### config.mk
export PLATFORM = sky130hd
export DESIGN_NAME = detection_collector
export DESIGN_NICKNAME = d
export VERILOG_FILES = /design/src/rtl/cc_pkg.sv /design/src/rtl/sync_fifo.sv /design/src/rtl/detection_collector.sv
export SDC_FILE = /design/constraint.sdc
export NUM_CORES = 1
export LEC_CHECK = 0
export CAP_MARGIN = 15
export CORE_ASPECT_RATIO = 1.2
export CORE_MARGIN = 4
export CORE_UTILIZATION = 55
export CTS_CLUSTER_DIAMETER = 60
export DETAILED_ROUTE_END_ITERATION = 6
export GPL_TIMING_DRIVEN = 0
export HOLD_SLACK_MARGIN = 0.1
export PLACE_DENSITY = 0.76
export SLEW_MARGIN = 20
export SYNTH_ARGS = -nofsm -noshare
export SYNTH_HDL_FRONTEND = slang
export SYNTH_HIERARCHICAL = 1
export SYNTH_SLANG_ARGS = --single-unit
### constraint.sdc
create_clock -name clk -period 3.31 [get_ports clk]
set_clock_uncertainty 0.2 [all_clocks]
set_input_delay 0.8275 -clock clk [delete_from_list [all_inputs] [get_ports clk]]
set_output_delay 0.8275 -clock clk [all_outputs]
set_load 0.005 [all_outputs]
### src/rtl/cc_pkg.sv
// Shared geometry, record layout and pyramid helpers for the
// detection collector and its FIFO.
package cc_pkg;

    localparam int IMG_WIDTH      = 45;
    localparam int IMG_HEIGHT     = 45;
    localparam int FEATURE_WIDTH  = 25;
    localparam int FEATURE_HEIGHT = 25;
    localparam int SCALE_NUM      = 2;
    localparam int SCALE_Q        = 320;

    localparam int W_X = $clog2(IMG_WIDTH);
    localparam int W_Y = $clog2(IMG_HEIGHT);
    localparam int W_S = (SCALE_NUM > 1) ? $clog2(SCALE_NUM) : 1;
    localparam int W_D = 16;

    typedef logic [SCALE_NUM-1:0][W_D-1:0] dim_arr_t;

    function automatic int scaled_dim(input int dim, input int s,
                                      input int scale_q);
        int d;
        d = dim;
        for (int i = 0; i < s; i++)
            d = (d * 256) / scale_q;
        return d;
    endfunction

    // Window positions per axis at every pyramid level
    function automatic dim_arr_t win_counts(input int dim, input int feat);
        dim_arr_t a;
        a = '0;
        for (int s = 0; s < SCALE_NUM; s++)
            a[s] = W_D'(scaled_dim(dim, s, SCALE_Q) - feat + 1);
        return a;
    endfunction

    localparam dim_arr_t NX = win_counts(IMG_WIDTH, FEATURE_WIDTH);
    localparam dim_arr_t NY = win_counts(IMG_HEIGHT, FEATURE_HEIGHT);

    typedef struct packed {
        logic [W_X-1:0] x;
        logic [W_Y-1:0] y;
        logic [W_S-1:0] scale;
    } det_rec_t;

endpackage

### src/rtl/sync_fifo.sv
// Single-clock FIFO with registered full/empty flags and
// valid/ready handshakes on both sides; no write-to-read bypass.
module sync_fifo #(
    parameter int W_DATA = 8,
    parameter int DEPTH  = 8
) (
    input  logic              clk,
    input  logic              rst,
    input  logic              in_valid,
    output logic              in_ready,
    input  logic [W_DATA-1:0] in_data,
    output logic              out_valid,
    input  logic              out_ready,
    output logic [W_DATA-1:0] out_data,
    output logic              full,
    output logic              empty
);

    localparam int AW = $clog2(DEPTH);
    localparam logic [AW:0] FULL_CNT = (AW+1)'(DEPTH);

    logic [W_DATA-1:0] mem [DEPTH];
    logic [AW-1:0]     wr_ptr;
    logic [AW-1:0]     rd_ptr;
    logic [AW:0]       count;
    logic [AW:0]       count_nxt;
    logic              push;
    logic              pop;

    assign in_ready  = !full;
    assign out_valid = !empty;
    assign out_data  = mem[rd_ptr];
    assign push      = in_valid && !full;
    assign pop       = out_valid && out_ready;

    always_comb begin
        count_nxt = count;
        case ({push, pop})
            2'b10:   count_nxt = count + 1'b1;
            2'b01:   count_nxt = count - 1'b1;
            default: count_nxt = count;
        endcase
    end

    always_ff @(posedge clk or posedge rst) begin
        if (rst) begin
            wr_ptr <= '0;
            rd_ptr <= '0;
            count  <= '0;
            full   <= 1'b0;
            empty  <= 1'b1;
        end else begin
            if (push)
                wr_ptr <= wr_ptr + 1'b1;
            if (pop)
                rd_ptr <= rd_ptr + 1'b1;
            count <= count_nxt;
            full  <= (count_nxt == FULL_CNT);
            empty <= (count_nxt == '0);
        end
    end

    always_ff @(posedge clk) begin
        if (push)
            mem[wr_ptr] <= in_data;
    end

endmodule

### src/rtl/detection_collector.sv
// Follows classifier raster order (x, y, scale), queues positive
// windows as records and reports a per-frame detection count.
module detection_collector
    import cc_pkg::*;
#(
    parameter int FIFO_DEPTH = 8,
    parameter int W_CNT      = 16
) (
    input  logic             clk,
    input  logic             rst,
    input  logic             result_valid,
    output logic             result_ready,
    input  logic             result_data,
    output logic             det_valid,
    input  logic             det_ready,
    output logic [W_X-1:0]   det_x,
    output logic [W_Y-1:0]   det_y,
    output logic [W_S-1:0]   det_scale,
    output logic             frame_done,
    output logic [W_CNT-1:0] frame_det_count
);

    logic [W_X-1:0]   x;
    logic [W_Y-1:0]   y;
    logic [W_S-1:0]   s;
    logic [W_CNT-1:0] cnt;
    logic [W_CNT-1:0] cnt_inc;
    logic             accept;
    logic             last_x;
    logic             last_y;
    logic             last_s;
    logic             frame_end;
    logic             fifo_full;
    logic             fifo_empty;
    det_rec_t         rec_in;
    det_rec_t         rec_head;
    det_rec_t         rec_out;

    assign accept    = result_valid && result_ready;
    assign last_x    = (W_D'(x) == NX[s] - W_D'(1));
    assign last_y    = (W_D'(y) == NY[s] - W_D'(1));
    assign last_s    = (s == W_S'(SCALE_NUM - 1));
    assign frame_end = accept && last_x && last_y && last_s;

    // Count saturates instead of wrapping on very busy frames
    assign cnt_inc = (accept && result_data && cnt != '1)
                   ? cnt + 1'b1 : cnt;

    assign rec_in.x     = x;
    assign rec_in.y     = y;
    assign rec_in.scale = s;

    always_ff @(posedge clk or posedge rst) begin
        if (rst) begin
            x               <= '0;
            y               <= '0;
            s               <= '0;
            cnt             <= '0;
            frame_done      <= 1'b0;
            frame_det_count <= '0;
        end else begin
            frame_done <= frame_end;
            if (frame_end) begin
                frame_det_count <= cnt_inc;
                cnt             <= '0;
            end else begin
                cnt <= cnt_inc;
            end
            if (accept) begin
                if (!last_x) begin
                    x <= x + 1'b1;
                end else begin
                    x <= '0;
                    if (!last_y) begin
                        y <= y + 1'b1;
                    end else begin
                        y <= '0;
                        s <= last_s ? '0 : s + 1'b1;
                    end
                end
            end
        end
    end

    sync_fifo #(
        .W_DATA ($bits(det_rec_t)),
        .DEPTH  (FIFO_DEPTH)
    ) u_fifo (
        .clk       (clk),
        .rst       (rst),
        .in_valid  (result_valid && result_data && !fifo_full),
        .in_ready  (result_ready),
        .in_data   (rec_in),
        .out_valid (det_valid),
        .out_ready (det_ready),
        .out_data  (rec_head),
        .full      (fifo_full),
        .empty     (fifo_empty)
    );

    // Keep record fields at zero while nothing is queued
    assign rec_out   = fifo_empty ? '0 : rec_head;
    assign det_x     = rec_out.x;
    assign det_y     = rec_out.y;
    assign det_scale = rec_out.scale;

endmodule

==> impl_metrics.csv, run 1 <==
group,metric,value,unit
setup_path,worstSetupPathType,"flip-flop to output pin",
finish,diodes,0,
place,dpl_cell_area,0.00775,sq mm
setup_path,crit_path_start_kind,"flip-flop",
route,drt_iter0_markers,316,
setup_path,worstPathCellList,"buf_8 > clkbuf_16 > buf_4 > mux4_2 > mux2_4 > nor2b_1 > clkbuf_2",
floorplanning,rows,45,
yosys,syn_nets,462,
yosys,synth_area,0.00712,sq mm
yosys,synth-edff-count,104,
cts,clock-sinks,162,
setup_path,crit_arrival,2260,ps
yosys,ys.flop_type,"edfxtp_1",
floorplanning,die_y,133,um
route,drc,0,
floorplanning,dieArea,0.0148,sq mm
cts,clk_latency,420,ps
sta,max_freq,305,MHz
sta,finalCriticalPeriod,3280,ps
power_and_ir_drop,pwr_density_cell,844,mW/mm^2
setup_path,cp_slowest_cell,"mux4_2",
route,viasPerCell,5.92,
finish,post-route-util,66.9,%
yosys,synthDominantCellAreaShare,43.8,%
global_routing,grt_max_degree,31,
global_routing,grt-ovfl-total,0,
place,routabilityCongestion,0.833,
place,dp_hpwl,9.11,mm
sta,setup_viol,0,
floorplanning,core,0.0127,sq mm
sta,fin_crit_sh,99.2,%
floorplanning,initial_core_util,56.2,%
sta,slew_headroom,41.3,%
yosys,yosysUniqueCellTypes,55,
route,drtPass1Iterations,5,
sta,hold_viol_final,0,
yosys,yosys.area.top_type,"edfxtp_1",
yosys,async_flop_share,35.8,%
setup_path,cp.required,2280,ps
yosys,yosys-top-cells-area,"edfxtp_1 (44%), dfrtp_1 (20%), mux4_1 (9.6%), mux2_2 (2.4%), mux2_4 (2.3%)",
cts,cts_made_buffers,17,
power_and_ir_drop,p_leak,3.29,nW
setup_path,cp-end-kind,"output pin",
global_routing,antenna_found_initial,0,
floorplanning,ios,37,
sta,worstMarginPinSlew,879,ps
setup_path,timing.critical_path.fanout_max,5,
sta,final_max_slew_viol_count,0,
status,outcome,"finished clean",
setup_path,cpPeakStageDelay,500,ps
sta,rsz0062_at_grt,"yes",
yosys,avgSynthCellArea,15.8,sq um
cts,clock_path_buffers,2,
route,ant_nets,0,
yosys,synth_seq_cells,162,
yosys,synthCells,450,
global_routing,grt_pass1_wl,23.1,mm
place,io_buffers,36,
route,wl_per_cell,21.1,um
cts,cts_tree,"yes",
finish,n_fill_cell,841,
global_routing,grt_usage,20.5,%
yosys,ys_seq_area_share,64.2,%
sta,hold_ws,291,ps
power_and_ir_drop,ir_worst_vdd,451,uV
flow_run,cap_viol_max_count,0,
finish,area_growth,18.9,%
cts,holdBufCountCts,0,
cts,root_buffer,"clkbuf_16",
cts,clk_pin_slew,60,ps
finish,nNetsFinal,535,
finish,drive_gt1_share,26.3,%
route,vias,4147,
finish,design_area,0.00847,sq mm
route,routed_wirelength,14.8,mm
hold_path,min_path_type,"flip-flop to flip-flop",
global_routing,grt_pass1_vias,4272,
floorplanning,die_x,112,um
cts,htree_levels,4,
yosys,yosys_warnings,6,
==> layout by cell type, fill, tap and decap left out, types with 9 or more instances in the layout <==
cell type        instances
and2_1                  15
and3_1                  11
buf_4                   12
clkbuf_16               18
clkbuf_2                 9
clkdlybuf4s50_1         22
dfrtp_1                 57
edfxtp_1               104
inv_1                    9
mux2_4                  18
mux4_2                  18
nand2_1                 26
nand2b_1                 9
nand3_1                 14
nor2_1                  12
nor2b_1                 18
o21ai_0                 12
xnor2_1                 11
==> state kept, by name, summed over array words and instances (netlist names) <==
register and cells:
cnt 16, frame_det_count 16, frame_done 1, last_s 1, u_fifo/count 4, u_fifo/empty 1, u_fifo/full 1, u_fifo/mem 104
u_fifo/rd_ptr 3, u_fifo/wr_ptr 3, x 6, y 6
==> layout make-up <==
class	instances	area, sq um	share of cell area, %
Multi-Input combinational cell	262	2390	28.2
Inverter	12	45.0	0.532
Sequential cell	162	4580	54.0
Tap cell	164	205	2.42
Clock buffer	18	429	5.07
Buffer	14	145	1.71
Clock inverter	14	175	2.07
Timing Repair Buffer	54	507	5.98
==> logic make-up after synthesis <==
| family | share of synthesized area (%) |
|---|---|
| compound gates | 3.23 |
| flops | 64.2 |
| xor+xnor | 2.34 |
| mux | 15.3 |
| buf+inv | 2.21 |
| simple gates | 11.5 |
| fa+ha+maj | 1.23 |
==> layer usage <==
layer	GRT usage, %	share of wire, %	vias to the layer above
met5	0	0	-
met4	8.32	2.1	0
met1	24.7	38	2103
li1	-	-	1846
met3	5.08	6.0	22
met2	35.3	53	176
==> cells in the mapped netlist (4+ instances only) <==
cell        n
edfxtp_1  104
dfrtp_1    57
mux4_1     26
nand2_1    26
nor2b_1    20
nor2_1     18
and2_1     15
mux2_2     15
nand3_1    14
o21ai_0    12
and3_1     11
mux2_4     11
xnor2_1    11
inv_1      10
nand2b_1    9
nand4_1     8
xor2_1      8
ha_1        7
a21oi_1     5
mux2i_1     5
nor3_1      5
buf_2       4
==> stage by stage <==
stage,total power [mW],instances,TNS (ps),setup slack [ps]
final,7.15,700,0,26.0
after global routing,7.50,700,-224,-52.0
after CTS,7.05,696,-578,-87.7
after detailed placement,4.90,653,-15120,-273
after global placement,4.77,650,-65280,-1120
after floorplan,4.09,450,0,441
==> report_power, final <==
part / leakage [nW] / internal, mW / switching (mW)
Sequential: 1.69 / 2.54 / 0.346
Clock: 0.294 / 1.20 / 0.802
Combinational: 1.31 / 1.25 / 1.01
Total: 3.29 / 4.99 / 2.15
==> timing repair <==
action                                  CTS  global route
gates resized for setup                  61            30
endpoints found under the setup margin   13            14
pin swaps                                 0             1
setup buffers                            11             5
cloned                                    0             1
==> critical path, delay by kind of cell (launching register included) <==
family	cells	cell delay (ps)
flip-flops	1	380
AND/OR/NAND/NOR	1	120
multiplexers	2	780
buffers and inverters	4	560
==> final timing paths <==
kind / startpoint / end / slack (ps) / depth (start not counted)
worst max-delay path: u_fifo/rd_ptr[0] / det_y[5] / 30 / 7
worst min-delay path: frame_det_count[2] / frame_det_count[2] / 290 / 1
worst max register to register: u_fifo/full / u_fifo/empty / 690 / 12
worst min register to register: frame_det_count[2] / frame_det_count[2] / 290 / 1
max in group asynchronous: rst / x[5] / 1850 / 3
min in group asynchronous: rst / frame_det_count[1] / 560 / 2
(Power assumes the default switching activity.)
==> run 2, diff against run 1 <==
--- a/config.mk
+++ b/config.mk
@@ -5,7 +5,7 @@
 export SDC_FILE = /design/constraint.sdc
 export NUM_CORES = 1
 export LEC_CHECK = 0
-export CAP_MARGIN = 15
+export CAP_MARGIN = 25
 export CORE_ASPECT_RATIO = 1.2
 export CORE_MARGIN = 4
 export CORE_UTILIZATION = 55
==> results of run 2 <==
Final layout, timing and power as in run 1 (identical DEF).
